`src/rtl/tagged_word_if.sv`:
```
// Data/id word interface bundle: upstream push side, downstream pop side,
// tag restart and occupancy. The slave modport is the transmitter's view.
interface tagged_word_if #(
  parameter int DATA_WIDTH = 8,
  parameter int ID_WIDTH   = 32,
  parameter int DEPTH      = 4
);
  localparam int LEVEL_WIDTH = $clog2(DEPTH) + 1;

  logic                   in_valid;
  logic [DATA_WIDTH-1:0]  in_data;
  logic                   in_ready;
  logic                   out_valid;
  logic [DATA_WIDTH-1:0]  data;
  logic [ID_WIDTH-1:0]    id;
  logic                   out_ready;
  logic                   id_clear;
  logic [LEVEL_WIDTH-1:0] level;

  modport master (
    output in_valid, in_data, out_ready, id_clear,
    input  in_ready, out_valid, data, id, level
  );

  modport slave (
    input  in_valid, in_data, out_ready, id_clear,
    output in_ready, out_valid, data, id, level
  );
endinterface

```
`src/rtl/tagged_word_tx.sv`:
```
// Tagged word transmitter: stamps each accepted payload with a wrapping ID,
// buffers {data, id} pairs in a small FIFO and presents the head downstream.
module tagged_word_tx #(
  parameter int DATA_WIDTH = 8,
  parameter int ID_WIDTH   = 32,
  parameter int DEPTH      = 4
) (
  input  logic         clk,
  input  logic         rst,
  tagged_word_if.slave bus
);
  localparam int PTR_WIDTH   = $clog2(DEPTH);
  localparam int LEVEL_WIDTH = PTR_WIDTH + 1;

  // Storage is read combinationally so a word pushed into an empty FIFO
  // is visible at the outputs right after the push edge.
  logic [DATA_WIDTH-1:0]  mem_data [DEPTH];
  logic [ID_WIDTH-1:0]    mem_id   [DEPTH];

  logic [PTR_WIDTH-1:0]   wr_ptr_reg;
  logic [PTR_WIDTH-1:0]   rd_ptr_reg;
  logic [LEVEL_WIDTH-1:0] level_reg;
  logic [LEVEL_WIDTH-1:0] level_next;
  logic [ID_WIDTH-1:0]    next_id_reg;
  logic [ID_WIDTH-1:0]    next_id_next;
  logic [ID_WIDTH-1:0]    tag;
  logic [DEPTH-1:0]       wr_en;
  logic                   full;
  logic                   empty;
  logic                   push;
  logic                   pop;

  // Handshake flags come only from registered occupancy.
  assign full  = (level_reg == LEVEL_WIDTH'(DEPTH));
  assign empty = (level_reg == '0);
  assign push  = bus.in_valid && !full;
  assign pop   = !empty && bus.out_ready;

  assign bus.in_ready  = !full;
  assign bus.out_valid = !empty;
  assign bus.level     = level_reg;
  // Gate the head so idle outputs never expose stale memory.
  assign bus.data      = empty ? '0 : mem_data[rd_ptr_reg];
  assign bus.id        = empty ? '0 : mem_id[rd_ptr_reg];

  // Per-entry write enable decode from the write pointer.
  genvar gi;
  generate
    for (gi = 0; gi < DEPTH; gi++) begin : g_wr_en
      assign wr_en[gi] = push && (wr_ptr_reg == PTR_WIDTH'(gi));
    end
  endgenerate

  // Tag for a push this cycle (restart overrides the counter) and the
  // next occupancy / counter values.
  always_comb begin
    tag          = bus.id_clear ? '0 : next_id_reg;
    next_id_next = next_id_reg;
    level_next   = level_reg;
    if (push) begin
      next_id_next = tag + 1'b1;
    end else if (bus.id_clear) begin
      next_id_next = '0;
    end
    if (push && !pop) begin
      level_next = level_reg + 1'b1;
    end else if (pop && !push) begin
      level_next = level_reg - 1'b1;
    end
  end

  // Pointer, occupancy and tag counter registers; reset discards contents.
  always_ff @(posedge clk) begin
    if (rst) begin
      wr_ptr_reg  <= '0;
      rd_ptr_reg  <= '0;
      level_reg   <= '0;
      next_id_reg <= '0;
    end else begin
      if (push) wr_ptr_reg <= wr_ptr_reg + 1'b1;
      if (pop)  rd_ptr_reg <= rd_ptr_reg + 1'b1;
      level_reg   <= level_next;
      next_id_reg <= next_id_next;
    end
  end

  // Entry storage write; no reset needed since outputs are gated by level.
  always_ff @(posedge clk) begin
    for (int i = 0; i < DEPTH; i++) begin
      if (!rst && wr_en[i]) begin
        mem_data[i] <= bus.in_data;
        mem_id[i]   <= tag;
      end
    end
  end
endmodule

```
`src/flat_wrapper.sv`:
```
// flat-port wrapper written by rule: the top's interface ports become plain ports
module tagged_word_tx_flat 
#(
  parameter int DATA_WIDTH = 8,
  parameter int ID_WIDTH   = 32,
  parameter int DEPTH      = 4
)
  (clk, rst, bus_in_valid, bus_in_data, bus_out_ready, bus_id_clear, bus_in_ready, bus_out_valid, bus_data, bus_id, bus_level);
  tagged_word_if #(.DATA_WIDTH(DATA_WIDTH), .ID_WIDTH(ID_WIDTH), .DEPTH(DEPTH)) bus_i ();
  input  logic clk;
  input  logic rst;
  input wire logic [$bits(bus_i.in_valid)-1:0] bus_in_valid;
  input wire logic [$bits(bus_i.in_data)-1:0] bus_in_data;
  input wire logic [$bits(bus_i.out_ready)-1:0] bus_out_ready;
  input wire logic [$bits(bus_i.id_clear)-1:0] bus_id_clear;
  output wire logic [$bits(bus_i.in_ready)-1:0] bus_in_ready;
  output wire logic [$bits(bus_i.out_valid)-1:0] bus_out_valid;
  output wire logic [$bits(bus_i.data)-1:0] bus_data;
  output wire logic [$bits(bus_i.id)-1:0] bus_id;
  output wire logic [$bits(bus_i.level)-1:0] bus_level;
  assign bus_i.in_valid = bus_in_valid;
  assign bus_i.in_data = bus_in_data;
  assign bus_i.out_ready = bus_out_ready;
  assign bus_i.id_clear = bus_id_clear;
  assign bus_in_ready = bus_i.in_ready;
  assign bus_out_valid = bus_i.out_valid;
  assign bus_data = bus_i.data;
  assign bus_id = bus_i.id;
  assign bus_level = bus_i.level;
  tagged_word_tx #(.DATA_WIDTH(DATA_WIDTH), .ID_WIDTH(ID_WIDTH), .DEPTH(DEPTH)) u_core (.clk(clk), .rst(rst), .bus(bus_i));
endmodule
```
`config.mk`:
```
export PLATFORM = sky130hd
export DESIGN_NAME = tagged_word_tx_flat
export DESIGN_NICKNAME = d
export VERILOG_FILES = /design/src/rtl/tagged_word_if.sv /design/src/rtl/tagged_word_tx.sv /design/src/flat_wrapper.sv
export SDC_FILE = /design/constraint.sdc
export NUM_CORES = 1
export LEC_CHECK = 0
export CAP_MARGIN = 15
export CORE_UTILIZATION = 53
export DETAILED_ROUTE_END_ITERATION = 16
export PLACE_DENSITY = 0.76
export SLEW_MARGIN = 15
export SYNTH_ARGS = -nofsm -noshare
export SYNTH_HDL_FRONTEND = slang
export SYNTH_SLANG_ARGS = --single-unit
```
`constraint.sdc`:
```
create_clock -name clk -period 2.85 [get_ports clk]
set_input_delay 0.855 -clock clk [delete_from_list [all_inputs] [get_ports clk]]
set_output_delay 0.855 -clock clk [all_outputs]
set_load 0.05 [all_outputs]
```
==> out/results.ini, run 1 <==
[grt]
grt_usage_pct=22.4
antenna_found_initial=0
grt_overflow_total=0
grt_first_pass_wirelength_um=27800
first_global_vias=5325
grt_max_degree=41

[cts]
cts_setup_buffers=0
clk_pin_slew_ps=60
cts_tree=done
clock-root-buffer=clkbuf_16
cts_hold_buf=0
cts.sinks=201
clk_latency_ps=490
cts_buffers=20
htreeDepth=1
clk_path_buf_depth=3

[logic_synthesis]
synthFlopType=edfxtp_1
synth-warning-count=0
syn_nets=563
async_flop_share_pct=0
syn_inst=543
postSynthAreaPerCell_um2=15.5
seq_area_frac_synth_pct=66.9
synth_edf_count=160
ys_types=38
syn-cell-area_um2=8410
synth_seq_cells=201

[sta]
fmax_mhz=357
maxSlewViolCount=0
tightest_slew_ps=493
finalCriticalPeriod_ps=2800
setup_viol=0
relSlewSlack_pct=67.0
post-route-period-util_pct=98.4
finalHoldViolCount=0
clock_skew_ps=19.0
finalWorstSetupSlack_ps=47.0
whs_ps=509
rsz0062_at_grt=yes

[min_path]
hold_class=reg2reg
holdPathEnd=u_core.wr_ptr_reg[1]
hp-start=u_core.wr_ptr_reg[1]
holdPathStages=2

[place]
place_ws_ps=-208
globalplace.congestion=0.892
io_buffer_count=57
hpwl_um=11200

[floorplan]
die_area_um2=16400
coreArea_um2=15300
start_util_pct=54.9
ios=58
die_w_um=128
rows=45
dieHeight_um=128

[critical_path]
timing_worst_setup_path_type=reg2out
r2r_end=u_core.bus.level[2]
end_kind=output port
required_ps=2000
r2r_setup_slack_ps=470
path_max_fanout=21
start_kind=flop
reg2reg_from=u_core.bus.level[0]
cp_data_arrival_time_ps=1950
reg2reg_depth=8

[power_and_ir_drop]
cellLeakagePower_nw=3.96
max-vdd-ir-drop_uv=831
powerDensity_nw_per_um2=1000

[layout]
syn_to_final_growth_pct=30.9
largest_reg_flops=128
layout.nets=679
final_common_cell=edfxtp_1
final_cell_mix=edfxtp_1, buf_4, buf_12, mux4_2, dfxtp_1
n_antenna_cell=0
drive_gt1_share_pct=35.7

[route]
vias=5008
remaining_drc_errors=0
dr.pass1.iters=5
wire_per_inst_um=19.3
drt.antenna.violating_nets=0
drt-total-wl_um=17000
via_per_inst=5.67
drtIter0Drc=346

[run]
timing.max_cap.violations=0

[status]
status=finished, final reports clean

worst max path at each step:
stage	end	cells past startpoint	from
global placement	u_core.next_id_reg[26]	8	bus_id_clear
detailed placement	u_core.next_id_reg[26]	8	bus_id_clear
finish	bus_id[29]	4	flop
floorplan	u_core.next_id_reg[28]	9	bus_id_clear
CTS	bus_id[12]	4	flop
global route	bus_id[15]	4	flop
routing by layer:
layer  up-vias  routed length, um  track usage, %
met3        27                868            3.17
met1      2519               7080            29.5
li1       2308                  -               -
met2       154               8790            38.9
met4         0                298            6.30
met5         -                  0               0
synth_stat cells, types with 4 or more instances:
master      n  area (um^2)
nor2b_1    31          194
xnor2_1     4         35.0
dfxtp_1    41          821
and3b_1     4         35.0
mux2_2     11          124
inv_1       6         22.5
nand3_1    12         60.1
o21ai_0     5         25.0
clkbuf_1   20         75.1
edfxtp_1  160         4800
xor2_1      7         61.3
nor3_1      7         35.0
buf_2       7         35.0
nand2_1    15         56.3
o31ai_1     9         67.6
mux4_2     40          901
nand4_1    12         75.1
and2_1     58          363
or4_1      10         75.1
a21oi_1    15         75.1
nor2_1     23         86.3
or3_1       7         43.8
ha_1        6         75.1
and3_1      5         31.3
nor4_1      9         56.3
and4b_1     4         40.0
cells by family after synthesis:
logic type	Yosys count	share of synthesized area [%]
buf+inv	37	1.80
compound gates	32	2.26
flops	201	66.9
fa+ha+maj	7	1.13
mux	52	12.3
xor+xnor	11	1.15
simple gates	203	14.4
worst max-delay path: stages, from the launching register on:
cell	delay, ps
dfxtp_4	370
buf_12	200
mux4_2	550
and2_4	180
buf_12	140
per-stage QoR:
stage | TNS [ps] | util (%) | total power (W) | instances | instance area (um^2)
after floorplan | 0 | - | 0.00591 | 543 | 8430
after global placement | -1420 | 66.6 | 0.00796 | 848 | 10200
after detailed placement | -2920 | 66.6 | 0.00804 | 848 | 10200
after CTS | 0 | 71.3 | 0.0109 | 884 | 10900
after global routing | -154 | 71.9 | 0.0114 | 884 | 11000
final | 0 | 71.9 | 0.0110 | 884 | 11000
layout make-up:
class | count | area [um^2]
fillers | 950 | 4310
multi-input cells | 305 | 2740
inverters | 7 | 27.5
flip-flops and latches | 201 | 5630
repair buffers | 124 | 1640
clock inverters | 12 | 163
well taps | 211 | 264
clock buffers | 24 | 547
power breakdown:
group | switching [W] | leakage, nW | internal, W
registers | 0.0000810 | 1.91 | 0.00332
logic | 0.00248 | 1.71 | 0.00238
clock network | 0.00105 | 0.344 | 0.00173
repair_timing:
item	CTS	global route
hold endpoints to repair	0	0
gates resized for setup	9	32
setup endpoints to repair	17	40
Note: power is estimated with default switching activity, not from simulation.
==> run 2, diff against run 1 <==
--- a/config.mk
+++ b/config.mk
@@ -6,9 +6,11 @@
 export NUM_CORES = 1
 export LEC_CHECK = 0
 export CAP_MARGIN = 15
-export CORE_UTILIZATION = 53
+export CORE_UTILIZATION = 55
+export CTS_BUF_LIST = sky130_fd_sc_hd__clkbuf_8
 export DETAILED_ROUTE_END_ITERATION = 16
-export PLACE_DENSITY = 0.76
+export PLACE_DENSITY = 0.78
+export REMOVE_ABC_BUFFERS = 1
 export SLEW_MARGIN = 15
 export SYNTH_ARGS = -nofsm -noshare
 export SYNTH_HDL_FRONTEND = slang
==> out/results.ini, run 2 (same netlist as run 1, synthesis figures left out) <==
[status]
status=finished, violations left  ; was finished, final reports clean
violations=design-rule violations, negative setup slack

[floorplan]
ios=58  ; unchanged
coreArea_um2=14700  ; was 15300 um^2
start_util_pct=57.2  ; was 54.9%
die_area_um2=15800  ; was 16400 um^2
rows=44  ; was 45
dieHeight_um=126  ; was 128 um
die_w_um=126  ; was 128 um

[sta]
tightest_slew_ps=503  ; was 493 ps
maxSlewViolCount=0  ; unchanged
finalHoldViolCount=0  ; unchanged
post-route-period-util_pct=103  ; was 98.4%
setup_viol=40  ; was 0
finalCriticalPeriod_ps=2920  ; was 2800 ps
clock_skew_ps=9.65  ; was 19.0 ps
tns_ps=-2450  ; was 0 ps
fmax_mhz=342  ; was 357 MHz
rsz0062_at_grt=yes  ; unchanged
relSlewSlack_pct=66.4  ; was 67.0%
finalWorstSetupSlack_ps=-73.6  ; was 47.0 ps

[power_and_ir_drop]
switching_share_pct=34.2  ; was 32.7%
p_int_w=0.00704  ; was 0.00744 W
combPwrFrac_pct=46.3  ; was 44.0%
clkPwrFrac_pct=21.7  ; was 25.2%
max-vdd-ir-drop_uv=1140  ; was 831 uV
p_sw_w=0.00366  ; was 0.00361 W
powerDensity_nw_per_um2=986  ; was 1000 nW/um^2
p_seq_share_pct=32.1  ; was 30.8%
cellLeakagePower_nw=3.98  ; was 3.96 nW

[critical_path]
end_kind=output port  ; unchanged
cp_data_arrival_time_ps=2070  ; was 1950 ps
path_max_fanout=10  ; was 21
start_kind=flop  ; unchanged
required_ps=2000  ; about the same
timing_worst_setup_path_type=reg2out  ; unchanged

[route]
drtIter0Drc=333  ; was 346
wl_met1_um=7440  ; was 7080 um
wire_per_inst_um=19.5  ; was 19.3 um
dr.pass1.iters=10  ; was 5
vias=5038  ; was 5008
highest_layer=met4  ; unchanged
via_per_inst=5.75  ; was 5.67
drt-total-wl_um=17100  ; was 17000 um
wl_met2_um=8400  ; was 8790 um
route.met3.wl_um=850  ; was 868 um
remaining_drc_errors=5  ; was 0
drt.antenna.violating_nets=0  ; unchanged

[layout]
multi_input_area_um2=2740  ; about the same
layout.nets=688  ; was 679
drive_gt1_share_pct=35.8  ; was 35.7%
syn_to_final_growth_pct=29.0  ; was 30.9%
final_cell_mix=edfxtp_1, buf_4, buf_12, mux4_2, and2_4  ; was edfxtp_1, buf_4, buf_12, mux4_2, dfxtp_1
fillers=899  ; was 950
regArea_um2=5630  ; unchanged
final_common_cell=edfxtp_1  ; unchanged
fin_cells=876  ; was 884
n_antenna_cell=0  ; unchanged
largest_reg_flops=128  ; unchanged

[cts]
cts_tree=done  ; unchanged
clk_pin_slew_ps=60  ; about the same
clock-root-buffer=clkbuf_8  ; was clkbuf_16
clk_path_buf_depth=3  ; unchanged
htreeDepth=1  ; unchanged
cts_hold_buf=0  ; unchanged
clk_latency_ps=560  ; was 490 ps
cts_buffers=31  ; was 20
cts.sinks=201  ; unchanged
cts_setup_buffers=0  ; unchanged

[grt]
first_global_vias=5281  ; was 5325
grt_first_pass_wirelength_um=27700  ; was 27800 um
antenna_found_initial=0  ; unchanged
grt_max_degree=41  ; unchanged
grt_usage_pct=22.7  ; was 22.4%
grt_overflow_total=0  ; unchanged

[place]
hpwl_um=10500  ; was 11200 um
dpl.cell_count=816  ; was 848
globalplace.congestion=0.907  ; was 0.892
io_buffer_count=57  ; unchanged

[min_path]
hold_class=reg2reg  ; unchanged

[run]
timing.max_cap.violations=0  ; unchanged

==> run 2: cell count changes in the layout (fill, tap and decap cells not counted), sizes merged <==
cell / delta
buf: -1
bufinv: -3
clkbuf: +13
clkinv: -1
clkinvlp: -1
dlygate4sd2: -1
inv: +13
==> run 2: what timing repair did <==
item,CTS,global route
gates resized for setup,45,0
endpoints found under the setup margin,40,40
cloned,3,0
==> run 2: power by group through the flow <==
stage / clock network (W) / registers, W / logic (W)
2_1_floorplan: 0 / 0.00363 / 0.00222
3_3_place_gp: 0 / 0.00344 / 0.00447
3_5_place_dp: 0 / 0.00346 / 0.00451
4_1_cts: 0.00237 / 0.00343 / 0.00500
5_1_grt: 0.00249 / 0.00344 / 0.00514
6_report: 0.00232 / 0.00343 / 0.00495
==> run 2: routing by layer <==
metal,vias up,track usage (%)
met5,-,0
met4,0,7.17
met3,37,3.95
met2,135,38.0
met1,2527,30.5
li1,2339,-
==> run 2: final timing paths <==
path                                           start  cells after the start  slack [ps]                    to
worst min register to register  u_core.wr_ptr_reg[1]                      2         510  u_core.wr_ptr_reg[1]
worst max-delay path                            flop                      4         -70           bus_data[0]
worst min-delay path            u_core.wr_ptr_reg[1]                      2         510  u_core.wr_ptr_reg[1]
worst max register to register   u_core.bus.level[0]                      9         390   u_core.bus.level[2]
==> run 2: worst max-delay path, stage by stage, from the launching register on <==
cell and delay, ps:
dfxtp_4 470, buf_16 190, mux4_2 520, and2_4 180, buf_12 140
==> run 2: area by class of cell <==
cell class	instances	share of cell area [%]
inverter	7	0.242
tap	184	2.12
sequential	201	51.9
clock buffer	37	4.69
multi-input combinational	305	25.2
clock inverter	20	0.992
timing repair buffer	122	14.8
==> run 2: metrics by stage <==
stage / utilization [%] / power, W / worst slack [ps] / instance area, um^2 / hold WS, ps
after floorplan: - / 0.00585 / -740 / 8280 / 463
after global placement: 68.3 / 0.00791 / -153 / 10000 / 477
after detailed placement: 68.3 / 0.00797 / -209 / 10000 / 500
after CTS: 73.8 / 0.0108 / -117 / 10800 / 511
after global routing: 73.8 / 0.0111 / -143 / 10800 / 544
final: 73.8 / 0.0107 / -73.6 / 10800 / 512
==> run 3, diff against run 2 <==
--- a/config.mk
+++ b/config.mk
@@ -9,7 +9,7 @@
 export CORE_UTILIZATION = 55
 export CTS_BUF_LIST = sky130_fd_sc_hd__clkbuf_8
 export DETAILED_ROUTE_END_ITERATION = 16
-export PLACE_DENSITY = 0.78
+export PLACE_DENSITY = 0.75
 export REMOVE_ABC_BUFFERS = 1
 export SLEW_MARGIN = 15
 export SYNTH_ARGS = -nofsm -noshare
==> constraint.sdc (replaced) <==
create_clock -name clk -period 3.45 [get_ports clk]
set_input_delay 1.035 -clock clk [delete_from_list [all_inputs] [get_ports clk]]
set_output_delay 1.035 -clock clk [all_outputs]
set_load 0.05 [all_outputs]
==> out/results.ini, run 3 (same netlist as run 1, synthesis figures left out) <==
[critical_path]
worstPathCellList=buf_4 -> mux4_2 -> and2_1 -> buf_12  ; was buf_16 -> mux4_2 -> and2_4 -> buf_12
r2r_end=u_core.bus.level[2]  ; unchanged
start_kind=flop  ; unchanged
reg2reg_from=u_core.bus.level[0]  ; unchanged
required_ps=2410  ; was 2000 ps
end_kind=output port  ; unchanged
path_max_fanout=25  ; was 10
cpPeakStageDelay_ps=570  ; was 520 ps
r2r_setup_slack_ps=870  ; was 390 ps
worst_path_max_delay_cell=mux4_2  ; unchanged
timing_worst_setup_path_type=reg2out  ; unchanged
cp_data_arrival_time_ps=2240  ; was 2070 ps
critPathBufInv=2  ; unchanged
crit_family=buffers and inverters  ; was multiplexers
reg2reg_depth=9  ; unchanged

[layout]
syn_to_final_growth_pct=23.1  ; was 29.0%
n_antenna_cell=0  ; unchanged
regArea_um2=5630  ; about the same
fillers=986  ; was 899
final_cell_mix=edfxtp_1, and2_1, buf_12, mux4_2, dfxtp_1  ; was edfxtp_1, buf_4, buf_12, mux4_2, and2_4
drive_gt1_share_pct=26.1  ; was 35.8%
largest_reg_flops=128  ; unchanged
layout.nets=656  ; was 688
multi_input_area_um2=2640  ; was 2740 um^2
final_common_cell=edfxtp_1  ; unchanged

[floorplan]
die_area_um2=15800  ; unchanged
die_w_um=126  ; unchanged
coreArea_um2=14700  ; unchanged
rows=44  ; unchanged
ios=58  ; unchanged
dieHeight_um=126  ; unchanged
start_util_pct=57.2  ; unchanged

[cts]
clk_path_buf_depth=3  ; unchanged
cts_tree=done  ; unchanged
clk_pin_slew_ps=60  ; about the same
post_cts_resized=0  ; was 45
cts_hold_buf=0  ; unchanged
clk_latency_ps=550  ; was 560 ps
cts.sinks=201  ; unchanged
htreeDepth=1  ; unchanged
cts_setup_buffers=0  ; unchanged
clock-root-buffer=clkbuf_8  ; unchanged
cts_buffers=31  ; unchanged

[grt]
grt_max_degree=44  ; was 41
grt_usage_pct=21.6  ; was 22.7%
first_global_vias=5120  ; was 5281
grt_overflow_total=0  ; unchanged
antenna_found_initial=0  ; unchanged
grt_first_pass_wirelength_um=26400  ; was 27700 um

[place]
globalplace.congestion=0.888  ; was 0.907
hpwl_um=10500  ; about the same
place_ws_ps=44.7  ; was -209 ps
io_buffer_count=57  ; unchanged

[min_path]
hold_class=reg2reg  ; unchanged
hp-start=u_core.wr_ptr_reg[1]  ; unchanged
holdPathStages=2  ; unchanged
holdPathEnd=u_core.wr_ptr_reg[1]  ; unchanged

[sta]
relSlewSlack_pct=66.5  ; was 66.4%
setup_viol=0  ; was 40
fmax_mhz=305
whs_ps=515  ; was 512 ps
maxSlewViolCount=0  ; unchanged
rsz0062_at_grt=no  ; was yes
clock_skew_ps=16.6  ; was 9.65 ps
finalCriticalPeriod_ps=3280
tightest_slew_ps=502  ; was 503 ps
finalHoldViolCount=0  ; unchanged
finalWorstSetupSlack_ps=173  ; was -73.6 ps
post-route-period-util_pct=95.0

[route]
drt.antenna.violating_nets=0  ; unchanged
via_per_inst=5.76  ; was 5.75
drt-total-wl_um=16200  ; was 17100 um
vias=4861  ; was 5038
wire_per_inst_um=19.2  ; was 19.5 um
drtIter0Drc=252  ; was 333
dr.pass1.iters=10  ; unchanged
remaining_drc_errors=5  ; unchanged

[power_and_ir_drop]
max-vdd-ir-drop_uv=946  ; was 1140 uV
powerDensity_nw_per_um2=793  ; was 986 nW/um^2
cellLeakagePower_nw=3.69  ; was 3.98 nW

[status]
violations=design-rule violations  ; was design-rule violations, negative setup slack
status=finished, violations left  ; unchanged

[run]
timing.max_cap.violations=0  ; unchanged

## run 3: cell types whose count changed in the layout (fill, tap and decap cells not counted), sizes merged
cell	before	now
buf	107	74
bufinv	1	0
clkbuf	37	34
clkdlybuf4s50	15	16
clkinv	6	8
inv	19	21
## run 3: worst max path at each step
stage,endpoint,depth (start not counted),slack [ps],startpoint
4_1_cts,bus_id[15],4,100,flop
3_3_place_gp,u_core.next_id_reg[28],8,150,bus_id_clear
5_1_grt,bus_id[14],4,40,flop
6_report,bus_id[15],4,170,flop
3_5_place_dp,u_core.next_id_reg[28],8,40,bus_id_clear
2_1_floorplan,bus_data[0],2,-320,flop
## run 3: layout make-up
type                       count  area share (%)
clock inverter                23           0.907
tap                          184            2.22
inverter                       7           0.254
sequential                   201            54.4
clock buffer                  34            4.52
multi-input combinational    305            25.5
timing repair buffer          90            12.2
## run 3: per-stage QoR
stage          cell area (um^2)  setup TNS [ps]  power [W]  std cells  utilization (%)
5_1_grt                   10300               0    0.00853        844             70.4
2_1_floorplan              8280          -12820    0.00483        513                -
3_3_place_gp               9790               0    0.00651        787             66.6
3_5_place_dp               9790               0    0.00655        787             66.6
4_1_cts                   10300               0    0.00830        844             70.4
6_report                  10300               0    0.00820        844             70.4
## run 3: worst reg2reg max path: cells and delay by family, from the launching register on
family          cells  cell delay, ps
xor+xnor            1             160
flops               1             380
compound gates      1             160
simple gates        3             910
buf+inv             2             320
fa+ha+maj           2             580
## run 3: metal layers
metal | share of wire [%] | vias up | track usage [%]
met5 | 0 | - | 0
met4 | 1.6 | 0 | 5.24
met3 | 5.4 | 25 | 3.78
met2 | 50 | 134 | 36.8
met1 | 43 | 2432 | 29.2
li1 | - | 2270 | -
## run 3: power breakdown
part	leakage [nW]	switching, W	internal [W]
logic	1.44	0.00196	0.00168
registers	1.91	0.0000765	0.00274
clock network	0.343	0.000841	0.000900
